===== src/rtl/run_monitor_pkg.sv =====
// ============================================================================
// Module  : run_monitor_pkg
// Brief   : Shared types and default addresses for the CPU run monitor.
// Revision: 1.0 - initial release
// ============================================================================
`default_nettype none

package run_monitor_pkg;

  // Default MIPS boot vector and the fetch address that marks program end.
  localparam logic [31:0] DEF_RESET_VECTOR = 32'hBFC0_0000;
  localparam logic [31:0] DEF_HALT_ADDR    = 32'h0000_0000;

  typedef enum logic [1:0] {
    WAIT_START = 2'd0,
    RUN        = 2'd1,
    DONE       = 2'd2
  } state_e;

  typedef enum logic [1:0] {
    FAIL_NONE    = 2'd0,
    FAIL_V0      = 2'd1,
    FAIL_TIMEOUT = 2'd2,
    FAIL_START   = 2'd3
  } fail_e;

endpackage

`default_nettype wire


===== src/rtl/run_monitor_trace_buf.sv =====
// ============================================================================
// Module  : run_monitor_trace_buf
// Brief   : Circular buffer of redirect targets; index 0 reads the newest
//           entry, with a registered (1-cycle) read port.
// Revision: 1.0 - initial release
// ============================================================================
`default_nettype none

module run_monitor_trace_buf #(
  parameter int DEPTH = 8,
  parameter int IDX_W = $clog2(DEPTH)
) (
  input  logic             clk,
  input  logic             reset,
  input  logic             en_i,
  input  logic             wr_i,
  input  logic [31:0]      wdata_i,
  input  logic [IDX_W-1:0] idx_i,
  output logic [31:0]      rdata_o
);

  logic [31:0]      mem_q [DEPTH];
  logic [IDX_W-1:0] wptr_q;
  logic [31:0]      rdata_q;
  logic [IDX_W-1:0] rd_ptr;

  // Newest entry sits just behind the write pointer; DEPTH is a power of two
  // so the subtraction wraps naturally.
  always_comb begin
    rd_ptr = wptr_q - IDX_W'(1) - idx_i;
  end

  // Storage, write pointer and registered read; cleared entries read as 0.
  always_ff @(posedge clk) begin
    if (reset) begin
      for (int i = 0; i < DEPTH; i++) begin
        mem_q[i] <= '0;
      end
      wptr_q  <= '0;
      rdata_q <= '0;
    end else if (en_i) begin
      rdata_q <= mem_q[rd_ptr];
      if (wr_i) begin
        mem_q[wptr_q] <= wdata_i;
        wptr_q        <= wptr_q + IDX_W'(1);
      end
    end
  end

  assign rdata_o = rdata_q;

endmodule

`default_nettype wire


===== src/rtl/cpu_run_monitor.sv =====
// ============================================================================
// Module  : cpu_run_monitor
// Brief   : Watches the CPU fetch stream, detects halt / timeout / bad start,
//           counts fetches and redirects, and latches a single verdict.
//           Optional redirect trace enabled by macro RUN_MONITOR_TRACE_EN.
// Revision: 1.0 - initial release
// ============================================================================
`default_nettype none

module cpu_run_monitor
  import run_monitor_pkg::*;
#(
  parameter logic [31:0] RESET_VECTOR = DEF_RESET_VECTOR,
  parameter logic [31:0] HALT_ADDR    = DEF_HALT_ADDR,
  parameter int          CNT_W        = 16,
  parameter int          TRACE_DEPTH  = 8
) (
  input  logic                           clk,
  input  logic                           reset,
  input  logic                           clk_enable,
  input  logic                           active,
  input  logic [31:0]                    instr_address,
  input  logic [31:0]                    register_v0,
  input  logic [31:0]                    expected_v0,
  input  logic [CNT_W-1:0]               max_cycles,
  output logic                           done,
  output logic                           pass,
  output logic [1:0]                     fail_code,
  output logic [CNT_W-1:0]               cycle_count,
  output logic [CNT_W-1:0]               fetch_count,
  output logic [CNT_W-1:0]               redirect_count,
  input  logic [$clog2(TRACE_DEPTH)-1:0] trace_idx,
  output logic [31:0]                    trace_addr
);

  state_e           state_q, state_d;
  fail_e            fail_q, fail_d;
  logic             done_q, done_d;
  logic             pass_q, pass_d;
  logic [CNT_W-1:0] cyc_q, cyc_d;
  logic [CNT_W-1:0] fetch_q, fetch_d;
  logic [CNT_W-1:0] redir_q, redir_d;
  logic [31:0]      prev_pc_q, prev_pc_d;
  logic             halt_hit;
  logic             timeout_hit;
  logic             redirect_hit;

  // Counters stick at all-ones instead of wrapping.
  function automatic logic [CNT_W-1:0] sat_inc(input logic [CNT_W-1:0] v);
    return (&v) ? v : v + CNT_W'(1);
  endfunction

  // Termination conditions; the timeout compare is one bit wider so that
  // cycle_count+1 can never wrap onto a small limit.
  always_comb begin
    halt_hit    = (instr_address == HALT_ADDR) || !active;
    timeout_hit = (max_cycles != '0) &&
                  (({1'b0, cyc_q} + (CNT_W+1)'(1)) == {1'b0, max_cycles});
  end

  // Next-state, verdict and counter updates; everything holds unless enabled.
  always_comb begin
    state_d      = state_q;
    fail_d       = fail_q;
    done_d       = done_q;
    pass_d       = pass_q;
    cyc_d        = cyc_q;
    fetch_d      = fetch_q;
    redir_d      = redir_q;
    prev_pc_d    = prev_pc_q;
    redirect_hit = 1'b0;
    if (clk_enable) begin
      case (state_q)
        WAIT_START: begin
          if (instr_address == RESET_VECTOR) begin
            state_d   = RUN;
            prev_pc_d = instr_address;
            fetch_d   = CNT_W'(1);
          end else begin
            state_d = DONE;
            done_d  = 1'b1;
            fail_d  = FAIL_START;
          end
        end
        RUN: begin
          if (halt_hit) begin
            state_d = DONE;
            done_d  = 1'b1;
            pass_d  = (register_v0 == expected_v0);
            fail_d  = (register_v0 == expected_v0) ? FAIL_NONE : FAIL_V0;
          end else if (timeout_hit) begin
            state_d = DONE;
            done_d  = 1'b1;
            fail_d  = FAIL_TIMEOUT;
          end else begin
            cyc_d     = sat_inc(cyc_q);
            prev_pc_d = instr_address;
            if (instr_address != prev_pc_q) begin
              fetch_d = sat_inc(fetch_q);
              if (instr_address != (prev_pc_q + 32'd4)) begin
                redir_d      = sat_inc(redir_q);
                redirect_hit = 1'b1;
              end
            end
          end
        end
        default: begin
          // DONE: verdict and counters frozen until reset.
        end
      endcase
    end
  end

  // State and output registers with synchronous reset.
  always_ff @(posedge clk) begin
    if (reset) begin
      state_q   <= WAIT_START;
      fail_q    <= FAIL_NONE;
      done_q    <= 1'b0;
      pass_q    <= 1'b0;
      cyc_q     <= '0;
      fetch_q   <= '0;
      redir_q   <= '0;
      prev_pc_q <= '0;
    end else begin
      state_q   <= state_d;
      fail_q    <= fail_d;
      done_q    <= done_d;
      pass_q    <= pass_d;
      cyc_q     <= cyc_d;
      fetch_q   <= fetch_d;
      redir_q   <= redir_d;
      prev_pc_q <= prev_pc_d;
    end
  end

  assign done           = done_q;
  assign pass           = pass_q;
  assign fail_code      = fail_q;
  assign cycle_count    = cyc_q;
  assign fetch_count    = fetch_q;
  assign redirect_count = redir_q;

`ifdef RUN_MONITOR_TRACE_EN
  run_monitor_trace_buf #(
    .DEPTH (TRACE_DEPTH)
  ) u_trace_buf (
    .clk     (clk),
    .reset   (reset),
    .en_i    (clk_enable),
    .wr_i    (redirect_hit),
    .wdata_i (instr_address),
    .idx_i   (trace_idx),
    .rdata_o (trace_addr)
  );
`else
  logic trace_unused;
  assign trace_unused = ^{trace_idx, redirect_hit};
  assign trace_addr   = 32'd0;
`endif

endmodule

`default_nettype wire


===== config.mk =====
export PLATFORM = sky130hd
export DESIGN_NAME = cpu_run_monitor
export DESIGN_NICKNAME = d
export VERILOG_FILES = /design/src/rtl/run_monitor_pkg.sv /design/src/rtl/run_monitor_trace_buf.sv /design/src/rtl/cpu_run_monitor.sv
export SDC_FILE = /design/constraint.sdc
export NUM_CORES = 1
export LEC_CHECK = 0
export ABC_AREA = 1
export CAP_MARGIN = 30
export CORE_UTILIZATION = 50
export DETAILED_ROUTE_END_ITERATION = 10
export MAX_ROUTING_LAYER = met4
export PLACE_DENSITY = 0.86
export SYNTH_ARGS = -nofsm -noshare
export SYNTH_HDL_FRONTEND = slang
export SYNTH_HIERARCHICAL = 1
export SYNTH_SLANG_ARGS = --single-unit
export TNS_END_PERCENT = 50

===== constraint.sdc =====
create_clock -name clk -period 2.6 [get_ports clk]
set_clock_uncertainty 0.1 [all_clocks]
set_input_delay 0.26 -clock clk [delete_from_list [all_inputs] [get_ports clk]]
set_output_delay 0.26 -clock clk [all_outputs]
set_load 0.1 [all_outputs]

==> impl_metrics.py <==
metrics = {
    "place": {
        "dp_hpwl_um": 16830,
        "place_area_sq_um": 9228,
        "io_buffers": 167,
        "routabilityCongestion": 0.9595,
        "place_ws_ps": -90.86,
    },
    "timing": {
        "slew_headroom_pct": 60.61,
        "min_period_ps": 2575,
        "rsz0062_at_grt": "yes",
        "setup_viol_count_final": 0,
        "max_freq_mhz": 388.3,
        "timing.final.crit_share_pct": 99.04,
        "setup_slack_ps": 24.99,
        "hold_viol": 0,
        "whs_ps": 350.1,
        "tightest_slew_ps": 586.4,
        "maxSlewViolCount": 0,
    },
    "critical_path": {
        "r2r_start": "cycle_count[1]$_SDFFE_PP0P_",
        "arrival_ps": 2720,
        "cp_max_fo": 6,
        "crit_end": "prev_pc_q[7]$_SDFFE_PP0P_",
        "crit_path_start_kind": "flip-flop",
        "rr_endpoint": "prev_pc_q[7]$_SDFFE_PP0P_",
        "slowest_stage": "dfxtp_4",
        "cpPeakStageDelay_ps": 380,
        "critPathCaptureType": "flip-flop",
        "cp_num_cells": 18,
        "ff2ff_setup_slack_ps": 20,
        "worstPathCellList": "ha_4 -> nand2_4 -> nor2_4 -> nand2_4 -> o21bai_4 -> nand2_2 -> nand2_2 -> nand2_2 -> nor2_2 -> nand3_2 -> nor2_4 -> nand2_4 -> nand3_4 -> buf_12 -> clkbuf_16 -> nand2_1 -> nand2_1 -> nor2_1",
        "path_buf_inv": 2,
        "cp.required_ps": 2750,
        "startpoint": "cycle_count[1]$_SDFFE_PP0P_",
        "critPathTopFamily": "simple AND/OR/NAND/NOR gates",
        "reg2reg_depth": 18,
        "worstSetupPathType": "reg -> reg",
    },
    "yosys": {
        "synthCells": 1269,
        "ys_seq_area_share_pct": 23.45,
        "synth_area_per_cell_sq_um": 5.785,
        "synth_cell_types": 37,
        "syn_area_sq_um": 7341,
        "ys_seq_elements": 86,
        "yosys_warnings": 6,
    },
    "power_and_ir_drop": {
        "power_w": 0.004011,
        "power.density_nw_per_um2": 399.7,
        "peakVddDrop_mv": 0.3365,
        "leakage_nw": 4.614,
    },
    "drt": {
        "viasPerCell": 5.160,
        "met3RoutedLength_um": 1294,
        "routed_wl_um": 22710,
        "route.antenna.remaining_nets": 0,
        "initialDrtViolationCount": 601,
        "drc": 0,
        "m1WireLength_um": 9584,
        "routed.top_layer": "met4",
        "drtPass1Iterations": 7,
        "vias": 8570,
        "wl_per_cell_um": 13.67,
        "dr_wl_met2_um": 11320,
    },
    "grt": {
        "grt_max_degree": 28,
        "antenna_found_initial": 0,
        "grt_pass1_wl_um": 34390,
        "grt_pass1_vias": 7736,
        "grt_use_total_pct": 29.30,
        "grt.overflow.total": 0,
    },
    "floorplanning": {
        "coreArea_sq_um": 14100,
        "die_w_um": 123.2,
        "rows": 43,
        "pin_count": 203,
        "initial_utilization_pct": 52.08,
        "die_area_sq_um": 15170,
        "die_h_um": 123.2,
    },
    "cells_and_area": {
        "antenna_cells": 0,
        "num-fill-cells": 1224,
        "nNetsFinal": 1599,
        "drive_gt1_share_pct": 14.58,
        "design_area_sq_um": 10040,
        "seqCellArea_sq_um": 1752,
        "multiInputGateArea_sq_um": 4930,
        "area_delta_synth_final_pct": 36.71,
    },
    "worst_hold_path": {
        "hold_path_depth": 2,
        "hold_path.class": "reg -> reg",
    },
    "clock_network": {
        "h-tree-depth": 3,
        "cts_inserted_buffers": 9,
        "clk_pin_slew_ps": 70,
        "clkLatencyLatePin_ps": 350,
        "cts_tree": "built",
        "cts_sinks": 86,
        "clock_path_buffers": 2,
        "cts_root_buffer": "clkbuf_16",
    },
    "status": {
        "status": "complete, no violations",
    },
    "run": {
        "drv_cap": 0,
    },
}
==> per-layer routing <==
layer / global-route usage [%] / up-vias
met5: - / -
met4: 9.488 / 0
met3: 3.459 / 45
met2: 52.20 / 342
met1: 34.05 / 3862
li1: - / 4321
==> how the worst min path moves through the flow <==
stage,startpoint,endpoint
5_1_grt,done$_SDFFE_PP0P_,done$_SDFFE_PP0P_
6_report,done$_SDFFE_PP0P_,done$_SDFFE_PP0P_
2_1_floorplan,instr_address[0],prev_pc_q[0]$_SDFFE_PP0P_
3_5_place_dp,done$_SDFFE_PP0P_,done$_SDFFE_PP0P_
4_1_cts,done$_SDFFE_PP0P_,done$_SDFFE_PP0P_
3_3_place_gp,done$_SDFFE_PP0P_,done$_SDFFE_PP0P_
==> power breakdown <==
group          internal (W)  switching [W]
Clock              0.000762       0.000624
Combinational      0.000419       0.000772
Sequential          0.00137      0.0000665
==> placed cells by master (no fill, tap or decap), types with 18 or more instances in the layout <==
cell type,count
a21oi_1,38
buf_4,90
clkdlybuf4s50_1,115
conb_1,32
dfxtp_1,66
dfxtp_2,18
inv_1,170
nand2_1,346
nand3_1,88
nand4_1,45
nor2_1,204
nor2_2,18
nor3_1,25
o21ai_0,26
xnor2_1,24
xor2_1,57
==> final cells by class <==
type / instances / share of cell area [%]
clock inverter: 7 / 0.8104
tap: 180 / 2.244
inverter: 173 / 6.471
timing repair buffer: 223 / 21.66
clock buffer: 9 / 2.244
sequential: 86 / 17.45
multi-input combinational: 983 / 49.12
==> cells in the mapped netlist, drive strengths merged <==
cell | number | area [sq um]
nand2 | 366 | 1391
ha | 4 | 50.05
nand3 | 100 | 535.5
clkbuf | 13 | 50.04
xnor2 | 24 | 210.2
o211ai | 1 | 7.510
and3 | 1 | 6.260
nand3b | 11 | 82.58
xor2 | 57 | 499.2
dfxtp | 86 | 1722
inv | 173 | 649.4
a21oi | 38 | 190.2
buf | 45 | 342.8
o21ai | 30 | 150.1
o221ai | 1 | 8.760
nor2 | 234 | 923.4
conb | 1 | 3.750
nor4 | 4 | 25.02
or2 | 3 | 18.77
nor3 | 26 | 130.1
nand4 | 45 | 281.5
a31oi | 1 | 6.260
o21bai | 4 | 33.78
xnor3 | 1 | 22.52
==> per-stage QoR <==
step | utilization [%] | instances | TNS [ps]
CTS | 67.67 | 1644 | 0
global route | 71.20 | 1661 | -2516
global placement | 65.46 | 1628 | 0
floorplan | - | 1300 | -965.7
finish | 71.20 | 1661 | 0
detailed placement | 65.46 | 1628 | -1355
==> timing repair <==
| action | CTS | global route |
|---|---|---|
| endpoints found under the setup margin | 6 | 85 |
| pin swaps | 0 | 17 |
| gates cloned | 0 | 7 |
| hold buffers | 0 | 0 |
| resized for setup | 1 | 68 |
| buffers inserted | 0 | 10 |
==> cells by family (layout without fill, tap and decap cells) <==
logic type	Yosys count	in the layout	share of synthesized area, %
xor+xnor	82	82	9.971
other cells	1	32	0.05108
flops	86	86	23.45
simple gates	790	790	46.24
compound gates	75	75	5.403
fa+ha+maj	4	4	0.6818
buf+inv	231	412	14.20
==> tightest hold or removal path, cell delays in order, from the launching register on <==
cell and delay (ps):
dfxtp_1 310, inv_1 50, a21oi_1 50
==> sequential cells by signal (all words and copies together), names as in the netlist <==
| signal | cells |
|---|---|
| cycle_count | 16 |
| state_q | 2 |
| redirect_count | 16 |
| done | 1 |
| prev_pc_q | 32 |
| pass | 1 |
| fetch_count | 16 |
| fail_code | 2 |
No activity file was read; power rests on OpenSTA's default activity.
